File: src/rtl/exercise_pkg.sv
// Shared types for the team's buffering blocks.
package exercise_pkg;

   typedef struct packed {
      logic full;
      logic afull;
      logic empty;
      logic aempty;
      logic ovf;
      logic udf;
   } fifo_status_t;

endpackage

File: src/rtl/fifo_ram.sv
// Simple dual-port storage: synchronous write, asynchronous read.
module fifo_ram #(
   parameter int DWIDTH = 8,
   parameter int DEPTH  = 8
) (
   input  logic                     clk,
   input  logic                     we,
   input  logic [$clog2(DEPTH)-1:0] wr_addr,
   input  logic [DWIDTH-1:0]        wr_data,
   input  logic [$clog2(DEPTH)-1:0] rd_addr,
   output logic [DWIDTH-1:0]        rd_data
);

   logic [DWIDTH-1:0] mem [DEPTH];

   // NOTE: no reset on the array; a word is only ever read after it was written,
   // and a reset term would stop the array mapping onto RAM. Non-blocking (<=)
   // keeps every register update in this design ordered by the clock edge.
   always_ff @(posedge clk) begin
      if (we) mem[wr_addr] <= wr_data;
   end

   assign rd_data = mem[rd_addr];

endmodule

File: src/rtl/fifo_prog.sv
// Synchronous FIFO with programmable thresholds, occupancy, flush and sticky error flags.
module fifo_prog
   import exercise_pkg::*;
#(
   parameter int DWIDTH = 8,
   parameter int DEPTH  = 8,
   parameter int FWFT   = 1,
   parameter int AF_LVL = DEPTH - 2,
   parameter int AE_LVL = 1
) (
   input  logic                   clk,
   input  logic                   rst,
   input  logic                   clr,
   input  logic [DWIDTH-1:0]      data_i,
   input  logic                   wr,
   output logic                   full_o,
   output logic                   afull_o,
   input  logic                   rd,
   output logic [DWIDTH-1:0]      data_o,
   output logic                   valid_o,
   output logic                   empty_o,
   output logic                   aempty_o,
   output logic [$clog2(DEPTH):0] level_o,
   output logic                   ovf_o,
   output logic                   udf_o
);

   localparam int AW = $clog2(DEPTH);
   localparam int CW = AW + 1;
   localparam bit FWFT_MODE = (FWFT != 0);

   logic [CW-1:0]     wr_ptr, rd_ptr, wr_ptr_d, rd_ptr_d;
   logic [CW-1:0]     count, count_d, level_q;
   logic              rd_acc, wr_acc, head_bypass, load_data;
   logic [DWIDTH-1:0] ram_rd_data, next_data, data_q;
   logic              valid_q;
   fifo_status_t      st_q, st_d;

   function automatic fifo_status_t status_of(input logic [CW-1:0] c,
                                              input logic ovf, input logic udf);
      fifo_status_t s;
      s.full   = (c == CW'(DEPTH));
      s.afull  = (c >= CW'(AF_LVL));
      s.empty  = (c == '0);
      s.aempty = (c <= CW'(AE_LVL));
      s.ovf    = ovf;
      s.udf    = udf;
      return s;
   endfunction

   always_comb begin
      count    = wr_ptr - rd_ptr;
      rd_acc   = rd && (count != '0);
      // A read on a full FIFO frees the slot the simultaneous write lands in.
      wr_acc   = wr && ((count != CW'(DEPTH)) || rd_acc);
      wr_ptr_d = wr_ptr + CW'(wr_acc);
      rd_ptr_d = rd_ptr + CW'(rd_acc);
      count_d  = wr_ptr_d - rd_ptr_d;
      st_d     = status_of(count_d, st_q.ovf | (wr & ~wr_acc), st_q.udf | (rd & ~rd_acc));
      // In FWFT the output register tracks the next head; a word written into
      // the slot that becomes the head is taken straight from data_i.
      head_bypass = wr_acc && (rd_ptr_d == wr_ptr);
      load_data   = FWFT_MODE ? (count_d != '0) : rd_acc;
      next_data   = (FWFT_MODE && head_bypass) ? data_i : ram_rd_data;
   end

   fifo_ram #(
      .DWIDTH (DWIDTH),
      .DEPTH  (DEPTH)
   ) u_ram (
      .clk     (clk),
      .we      (wr_acc && !clr && !rst),
      .wr_addr (wr_ptr[AW-1:0]),
      .wr_data (data_i),
      .rd_addr (FWFT_MODE ? rd_ptr_d[AW-1:0] : rd_ptr[AW-1:0]),
      .rd_data (ram_rd_data)
   );

   always_ff @(posedge clk) begin
      if (rst || clr) begin
         wr_ptr  <= '0;
         rd_ptr  <= '0;
         level_q <= '0;
         st_q    <= status_of('0, 1'b0, 1'b0);
         valid_q <= 1'b0;
      end else begin
         wr_ptr  <= wr_ptr_d;
         rd_ptr  <= rd_ptr_d;
         level_q <= count_d;
         st_q    <= st_d;
         valid_q <= rd_acc;
      end
   end

   // Flush keeps the last output word; only reset clears it.
   always_ff @(posedge clk) begin
      if (rst)                    data_q <= '0;
      else if (!clr && load_data) data_q <= next_data;
   end

   assign data_o   = data_q;
   assign valid_o  = FWFT_MODE ? !st_q.empty : valid_q;
   assign level_o  = level_q;
   assign full_o   = st_q.full;
   assign afull_o  = st_q.afull;
   assign empty_o  = st_q.empty;
   assign aempty_o = st_q.aempty;
   assign ovf_o    = st_q.ovf;
   assign udf_o    = st_q.udf;

endmodule
File: config.mk
export PLATFORM = sky130hd
export DESIGN_NAME = fifo_prog
export DESIGN_NICKNAME = d
export VERILOG_FILES = /design/src/rtl/exercise_pkg.sv /design/src/rtl/fifo_ram.sv /design/src/rtl/fifo_prog.sv
export SDC_FILE = /design/constraint.sdc
export NUM_CORES = 1
export LEC_CHECK = 0
export ABC_AREA = 1
export CORE_MARGIN = 4
export CORE_UTILIZATION = 50
export DETAILED_ROUTE_END_ITERATION = 16
export PLACE_DENSITY = 0.73
export SYNTH_ARGS = -nofsm -noshare
export SYNTH_HDL_FRONTEND = slang
export SYNTH_SLANG_ARGS = --single-unit
File: constraint.sdc
create_clock -name clk -period 3.2 [get_ports clk]
set_input_delay 0.32 -clock clk [delete_from_list [all_inputs] [get_ports clk]]
set_output_delay 0.32 -clock clk [all_outputs]
set_load 0.005 [all_outputs]
Yosys cells after proc, flatten, opt, wreduce, memory -nomap -nowiden

Memories as Yosys holds them, arrays and structs flattened.
Index checks and enable logic that the tools add are counted.

Bits in registers: 26
Bits in writable memories: 64
Logic and storage cells: 43
Memories kept: 1

Memory list:

| memory    | words | bits a word | rd ports | clocked after memory_dff | write ports | RTL line       | text |
|---|---|---|---|---|---|---|---|
| u_ram.mem | 8     | 8           | 1        | 0                        | 1           | fifo_ram.sv:14 | `logic [DWIDTH-1:0] mem [DEPTH];` |

Add/sub/neg operators: 4
$lt $le $gt $ge: 2
Eq/ne operators: 3
Multiplexer cells: 3
Bitwise operators: 6
Reductions and logical operators: 14

Operators with widths:

| cell                 | count |
|---|---|
| $add A4 B1 Y4        | 2 |
| $mux W8              | 1 |
| $reduce_bool A4 Y1   | 2 |
| $sub A4 B4 Y4        | 2 |
| $logic_and A1 B1 Y1  | 6 |
| $eq A4 B4 Y1         | 1 |
| $eq A4 B4 Y1 const B | 1 |
| $ge A4 B3 Y1 const B | 1 |
| $le A4 B1 Y1 const B | 1 |
| $logic_not A4 Y1     | 1 |
| $ne A4 B4 Y1 const B | 1 |
| $logic_not A1 Y1     | 3 |
| $and A1 B1 Y1        | 2 |
| $logic_or A1 B1 Y1   | 2 |
| $mux W1              | 2 |
| $not A1 Y1           | 2 |
| $or A1 B1 Y1         | 2 |

Depth between registers and ports, before layout

Gate-level depths: netlist (run 1).

Depth in word-level cells: 9
Gate-level depth with buffers: 28
Gate-level depth less buffers: 26

Modules after synthesis

Synthesis (run 1) repeated with hierarchy kept, for this count alone.

Cells, all modules: 507
Area total of the unflattened synthesis: 4,460.5 sq um

Modules (own cells, without submodules):

| module    | instances | cells an instance | area each (sq um) |
|---|---|---|---|
| fifo_ram  | 1         | 295               | 2,890.3 |
| fifo_prog | 1         | 212               | 1,570.3 |

Least setup slack after synthesis (run 1)

Ideal clock, no wire load.

Path type: register to register
Start point: register rd_ptr[1]
End point: register data_q[0] (netlist: data_o[0])
Arrival: 3.202 ns
Required time: 3.091 ns
Setup slack: -0.111 ns
Stages on the path, launching flop included: 23
Buffers on the path: 0
Path through: dfxtp_1 inv_1 ha_1 nand2_1 nand2_1 nand2_1 nand3_1 nor2_1 nand2_4 nand2_1 inv_1 ha_1 ha_1 inv_1 fa_1 xor2_1 nand2_1 nor2_1 nand3_2 nand2_2 nand2_1 nand2_1 inv_1

Cells in the longest elaborated chain, start to end: 9

Ends and longest elaborated chain:

| item                     | RTL line        | text |
|---|---|---|
| start: declaration       | fifo_prog.sv:32 | `logic [CW-1:0] wr_ptr, rd_ptr, wr_ptr_d, rd_ptr_d;` |
| start signal: assignment | fifo_prog.sv:88 | `rd_ptr <= rd_ptr_d;` |
| $sub A4 B4 Y4 (*)        | fifo_prog.sv:52 | `count = wr_ptr - rd_ptr;` |
| $reduce_bool A4 Y1       | fifo_prog.sv:53 | `rd_acc = rd && (count != '0);` |
| $logic_and A1 B1 Y1      | fifo_prog.sv:53 |  |
| $logic_or A1 B1 Y1 (*)   | fifo_prog.sv:55 | `wr_acc = wr && ((count != CW'(DEPTH)) \|\| rd_acc);` |
| $logic_and A1 B1 Y1 (*)  | fifo_prog.sv:55 |  |
| $add A4 B1 Y4 (*)        | fifo_prog.sv:56 | `wr_ptr_d = wr_ptr + CW'(wr_acc);` |
| net wr_ptr_d[1]          | fifo_prog.sv:32 |  |
| $sub A4 B4 Y4 (*)        | fifo_prog.sv:58 | `count_d = wr_ptr_d - rd_ptr_d;` |
| $reduce_bool A4 Y1 (*)   | fifo_prog.sv:63 | `load_data = FWFT_MODE ? (count_d != '0) : rd_acc;` |
| $logic_and A1 B1 Y1 (*)  | fifo_prog.sv:98 | `else if (!clr && load_data) data_q <= next_data;` |
| end signal: assignment   | fifo_prog.sv:98 |  |
| end: declaration         | fifo_prog.sv:35 | `logic [DWIDTH-1:0] ram_rd_data, next_data, data_q;` |

Mark *: on every way through the listed nets, which the timed path passes. The rest lies on a longest branch.
A chain may end at the register's enable or synchronous reset.

Final worst setup path (run 1)

Start point: register rd_ptr[1]
End point: register st_q (netlist bit afull_o)

Cells in the longest elaborated chain, start to end: 8

Ends and longest elaborated chain:

| item                    | RTL line        | text |
|---|---|---|
| $sub A4 B4 Y4 (*)       | fifo_prog.sv:52 |  |
| $reduce_bool A4 Y1      | fifo_prog.sv:53 |  |
| $logic_and A1 B1 Y1     | fifo_prog.sv:53 |  |
| $logic_or A1 B1 Y1 (*)  | fifo_prog.sv:55 |  |
| $logic_and A1 B1 Y1 (*) | fifo_prog.sv:55 |  |
| $add A4 B1 Y4 (*)       | fifo_prog.sv:56 |  |
| net wr_ptr_d[2]         | fifo_prog.sv:32 |  |
| $sub A4 B4 Y4 (*)       | fifo_prog.sv:58 |  |
| $ge A4 B3 Y1 (*)        | fifo_prog.sv:43 | `s.afull = (c >= CW'(AF_LVL));` |
| end signal: assignment  | fifo_prog.sv:84 | `st_q <= status_of('0, 1'b0, 1'b0);` |
| end signal: assignment  | fifo_prog.sv:90 | `st_q <= st_d;` |
| end: declaration        | fifo_prog.sv:37 | `fifo_status_t st_q, st_d;` |

Marks and branches as above.

==> results of run 1 <==
cells by family after synthesis:
kind of cell / share of synthesized area
AOI/OAI and AO/OA: 0.0722
xor gates and xnor gates: 0.00214
adders and majority gates: 0.0355
buffers and inverters: 0.0541
DFF: 0.597
and+or+nand+nor: 0.239
worst max-delay path, stage by stage, from the launching register on:
cell,delay [ns]
dfxtp_2,0.34
inv_2,0.04
ha_4,0.24
nand2_4,0.07
nand2_1,0.05
nand2_1,0.08
nand3_2,0.13
nor2_4,0.16
nand2_4,0.07
nand2_4,0.06
inv_1,0.06
ha_4,0.17
ha_4,0.15
or2_4,0.25
nand2_2,0.08
ha_4,0.21
xor2_2,0.18
buf_4,0.13
buf_4,0.12
buf_4,0.12
buf_4,0.12
o31ai_1,0.17
sequential cells by signal, indices dropped and copies added (netlist names):
| register | count |
|---|---|
| ovf_o | 1 |
| empty_o | 1 |
| afull_o | 1 |
| wr_ptr | 4 |
| udf_o | 1 |
| aempty_o | 1 |
| rd_ptr | 4 |
| u_ram.mem | 64 |
| full_o | 1 |
| level_o | 4 |
| data_o | 8 |
layout make-up:
type,instances,area (µm²),share of cell area
clock buffer,9,124,0.0243
timing repair buffer,63,554,0.109
clock inverter,7,82.6,0.0162
multi-input combinational,269,1600,0.313
sequential,90,2450,0.480
inverter,42,165,0.0324
tap,102,128,0.0250
per-stage QoR:
step,setup TNS (ns),util
global placement,0,0.599
finish,0,0.649
detailed placement,-0.449,0.599
CTS,0,0.629
global route,-0.366,0.649
floorplan,0,-
routing by layer:
| metal | vias up | routed length [µm] |
|---|---|---|
| met3 | 24 | 494 |
| met1 | 1474 | 3810 |
| li1 | 1521 | - |
| met4 | 0 | 271 |
| met2 | 100 | 4740 |
| met5 | - | 0 |
cell usage after synthesis (2+ instances only):
master and instances:
nand3_1 17, nand2_1 90, clkbuf_1 5, nand2_2 5, inv_1 34, inv_4 2, nand2_4 2, nand4_1 10
o21ai_0 32, nand3_4 2, a21oi_1 4, edfxtp_1 64, buf_2 4, o22ai_1 16, ha_1 10, dfxtp_1 26
nor2_1 59, buf_4 2, nand3_2 12, inv_2 5
report_power, final:
| group | switching [mW] | internal, mW | total [mW] |
|---|---|---|---|
| registers | 0.0162 | 1.28 | 1.30 |
| logic | 0.290 | 0.221 | 0.511 |
| clock network | 0.429 | 0.375 | 0.804 |
| total | 0.735 | 1.88 | 2.62 |
worst min-delay path by stage:
stage	from	slack [ns]	endpoint	cells past startpoint
floorplan	data_i[0]	0.42	u_ram.mem[0][0]	0
global placement	ovf_o	0.44	ovf_o	2
detailed placement	ovf_o	0.45	ovf_o	2
CTS	ovf_o	0.46	ovf_o	2
global route	ovf_o	0.49	ovf_o	2
finish	ovf_o	0.46	ovf_o	2
timing repair:
item / CTS / global route
setup endpoints to repair: 8 / 12
pin swaps: 4 / 14
hold buffers: 0 / 0
setup buffers: 1 / 3
resized for setup: 4 / 30
==> reports/results.tsv, run 1 <==
metric	value	unit
grt_remaining_overflow	0	
reg2reg_setup_slack	0.10	ns
total_power	2.62	mW
clock_skew	0.00950	ns
worst_ep_required_time	3.48	ns
final_cell_mix	nand2_1, edfxtp_1, nor2_1	
grt_max_degree	35	
syn-num-nets	437	
arrival	3.37	ns
synth.top_cell.area_share	0.470	
synth_flop_cell	edfxtp_1	
r2r_cells	21	
port_buffers	31	
post-synth-top-area-cell	edfxtp_1	
placed_cells	562	
design.core.area	7850	µm²
layout.cells.most_common	nand2_1	
fin_crit	3.10	ns
synthArstFlopShare	0	
synth-seq-cells	90	
avgSynthCellArea	9.91	µm²
fin_area	5100	µm²
dr_total_vias	3119	
dr.pass1.iters	5	
ys_seq_area_frac	0.597	
nFillCells	618	
status	finished clean	
critPathLaunchType	flip-flop	
hold_class	reg -> reg	
crit_fanout	3	
vias_per_cell	5.36	
die_h	98.5	µm
worstSetupPathType	reg -> reg	
finalNonFillerCells	582	
tritoncts	yes	
drtIter0Drc	195	
cts_root_buf	clkbuf_8	
antenna_found_initial	0	
finalSetupViolations	0	
synthCells	413	
clk_pin_slew	0.09	ns
dpl.hpwl	6270	µm
dpl_worst_slack	-0.0787	ns
grt_util_all_layers	0.193	
placed_area	4700	µm²
fmax	323	MHz
ant_nets	0	
die-area	9690	µm²
hold_viol	0	
routedWlPerCell	16.0	µm
globalRouteMet3Util	0.0283	
reg2reg_from	rd_ptr[1]	
drt_wl_total	9310	µm
netlist_area	4090	µm²
io_pins	32	
met1_usage	0.244	
fin_nets	499	
synth_edf_count	64	
grt_pass1_vias	3083	
rows	32	
min_period_over_period	0.967	
diodes	0	
startpoint	rd_ptr[1]	
cap_violations	0	
fin_ws	0.105	ns
hold-worst-slack	0.458	ns
gp_congestion	0.815	
synth_area_leaders	edfxtp_1, dfxtp_1, nand2_1	
top_usage_layer	met2	
p_per_area	513	nW/µm²
grtUsageMet2	0.332	
cp-end-kind	flip-flop	
grt_pass1_wl	14800	µm
r2r-end	afull_o	
die_w	98.5	µm
clock_path_buffers	2	
clock_sinks	90	
yosysUniqueCellTypes	32	
finalMaxSlewViolations	0	
area_growth	24.6	%
start_util	0.521	
clk_latency	0.36	ns
drive_gt1_frac	0.233	
relSlewSlack	0.666	
worst_pin_slew	0.499	ns
leakagePower	2.04	nW
htreeDepth	3	
peakVddDrop	304	µV
endpoint	afull_o	
numCtsBuffers	9	
drcViolationCount	0	
yosys_warnings	0	
Power figures use the tool's default switching activity.
==> run 2, diff against run 1 <==
--- a/config.mk
+++ b/config.mk
@@ -6,10 +6,12 @@
 export NUM_CORES = 1
 export LEC_CHECK = 0
 export ABC_AREA = 1
+export CELL_PAD_IN_SITES_DETAIL_PLACEMENT = 0
+export CELL_PAD_IN_SITES_GLOBAL_PLACEMENT = 1
 export CORE_MARGIN = 4
-export CORE_UTILIZATION = 50
+export CORE_UTILIZATION = 41
 export DETAILED_ROUTE_END_ITERATION = 16
-export PLACE_DENSITY = 0.73
+export PLACE_DENSITY = 0.75
 export SYNTH_ARGS = -nofsm -noshare
 export SYNTH_HDL_FRONTEND = slang
 export SYNTH_SLANG_ARGS = --single-unit
==> run 2 against run 1 <==
Compared with the run above:
- non-clock buffer count is 5 higher
- core utilization is 12 points lower
- via count is 0.22% higher
- critical path type unchanged
- largest cell class unchanged
==> reports/results.tsv, run 2 (synthesis gave the netlist of run 1 again) <==
metric	value	unit	change
relSlewSlack	0.753		+0.0869
fin_nets	504		+1.0%
design.core.area	9730	µm²	+24%
clk_pin_slew	0.10	ns	about the same
critPathMostFrequentCell	buf_4		
status	finished clean		
clock_skew	0.0141	ns	+0.00461 ns
routedWlPerCell	15.6	µm	-2.6%
path_cells	inv_2 > ha_4 > nand2_2 > nand2_1 > nand2_2 > nand3_4 > nor2_4 > nand2_4 > nand2_4 > inv_2 > ha_4 > ha_4 > inv_2 > fa_2 > xor2_2 > nand2_2 > buf_4 > buf_4 > buf_4 > buf_4 > a21oi_1		
worstSetupPathType	reg -> reg		
reg2reg_setup_slack	0.14	ns	+0.04 ns
clock_path_buffers	2		unchanged
fmax	327	MHz	+1.2%
drtIter0Drc	211		+8.2%
drive_gt1_frac	0.243		+0.00997
cpLargestDelayFamily	adder cells		
dpl_worst_slack	-0.0873	ns	-0.00859 ns
drcViolationCount	0		unchanged
cts_hold_buf	0		unchanged
finalMaxSlewViolations	0		unchanged
cp-end-kind	flip-flop		
slowest_delay	0.39	ns	+0.05 ns
crit_cells	21		unchanged
finalSetupViolations	0		unchanged
peakVddDrop	268	µV	-12%
leakagePower	2.06	nW	+0.69%
hold_class	reg -> reg		
worst_ep_required_time	3.50	ns	+0.02 ns
die_w	108	µm	+9.6%
regMostFlops	u_ram.mem		
fin_area	5170	µm²	+1.4%
grt_remaining_overflow	0		unchanged
port_buffers	31		unchanged
nFillCells	880		+42%
dpl.hpwl	6590	µm	+5.1%
crit_buf_inv	7		+1
gp_congestion	0.764		-6.3%
r2r-end	aempty_o		
clk_latency	0.36	ns	about the same
hp-start	ovf_o		
die_h	108	µm	+9.6%
dr.pass1.iters	4		-1
final_cell_mix	nand2_1, edfxtp_1, nor2_1		
grt_pass1_vias	3087		+0.13%
cts_root_buf	clkbuf_8		
fin_crit	3.06	ns	-0.0370 ns
p_per_area	500	nW/µm²	-2.6%
arrival	3.36	ns	about the same
io_pins	32		unchanged
grt_pass1_wl	15300	µm	+3.7%
start_util	0.421		-0.101
placed_area	4770	µm²	+1.5%
hold-worst-slack	0.467	ns	+0.00899 ns
ant_nets	0		unchanged
endpoint	aempty_o		
layout.cells.most_common	nand2_1		
startpoint	rd_ptr[1]		
reg2reg_from	rd_ptr[1]		
fin_ws	0.142	ns	+0.0370 ns
critPathLaunchType	flip-flop		
grt_max_degree	35		unchanged
largest_register_ffs	64		unchanged
worst_pin_slew	0.369	ns	-0.130 ns
dr_total_vias	3126		+0.22%
die-area	11600	µm²	+20%
cap_violations	0		unchanged
min_period_over_period	0.956		-0.0116
tritoncts	yes		
vias_per_cell	5.06		-5.6%
total_power	2.58	mW	-1.2%
rows	36		+13%
antenna_found_initial	0		unchanged
htreeDepth	3		unchanged
grt_util_all_layers	0.174		-0.0194
area_growth	26.3	%	
diodes	0		unchanged
clock_sinks	90		unchanged
drt_wl_total	9630	µm	+3.4%
r2r_cells	21		unchanged
numCtsBuffers	9		unchanged
hold_viol	0		unchanged
cpMaxStageDelayCell	fa_2		
crit_fanout	3		unchanged
run 2: per-layer routing:
metal	vias to the layer above	global-route usage	part of all wire
li1	1531	-	-
met1	1538	0.223	0.44
met2	48	0.301	0.52
met3	9	0.0318	0.031
met4	0	0.0478	0.010
met5	-	0	0
run 2: through the flow:
stage               cells  setup TNS (ns)  utilization
global route          618          -0.105        0.531
global placement      597         -0.0104        0.491
finish                618               0        0.531
CTS                   615               0        0.514
detailed placement    597          -0.605        0.491
floorplan             413               0            -
run 2: where the power goes:
part / switching [mW] / internal (mW)
sequential: 0.0174 / 1.28
combinational: 0.284 / 0.234
clock: 0.459 / 0.303
run 2: how the worst min path moves through the flow:
stage / to / slack (ns) / cells after the start
floorplan: u_ram.mem[0][0] / 0.42 / 0
global placement: ovf_o / 0.44 / 2
detailed placement: ovf_o / 0.46 / 2
CTS: ovf_o / 0.47 / 2
global route: ovf_o / 0.49 / 2
finish: ovf_o / 0.47 / 2
run 2: area by class of cell:
| class | instances | area [µm²] | share of cell area |
|---|---|---|---|
| Clock buffer | 9 | 124 | 0.0240 |
| Clock inverter | 7 | 65.1 | 0.0126 |
| Inverter | 42 | 165 | 0.0320 |
| Multi-Input combinational cell | 269 | 1600 | 0.310 |
| Sequential cell | 90 | 2450 | 0.473 |
| Tap cell | 133 | 166 | 0.0322 |
| Timing Repair Buffer | 68 | 601 | 0.116 |
run 2: tightest hold or removal path, cell delays in order (launching register included):
cell     delay (ns)
dfxtp_1        0.32
inv_1          0.05
a21oi_1        0.05
run 2: what timing repair did:
action / CTS / global route
pin swaps: 6 / 15
setup buffers: 2 / 3
resized for setup: 5 / 33
endpoints found under the setup margin: 8 / 12
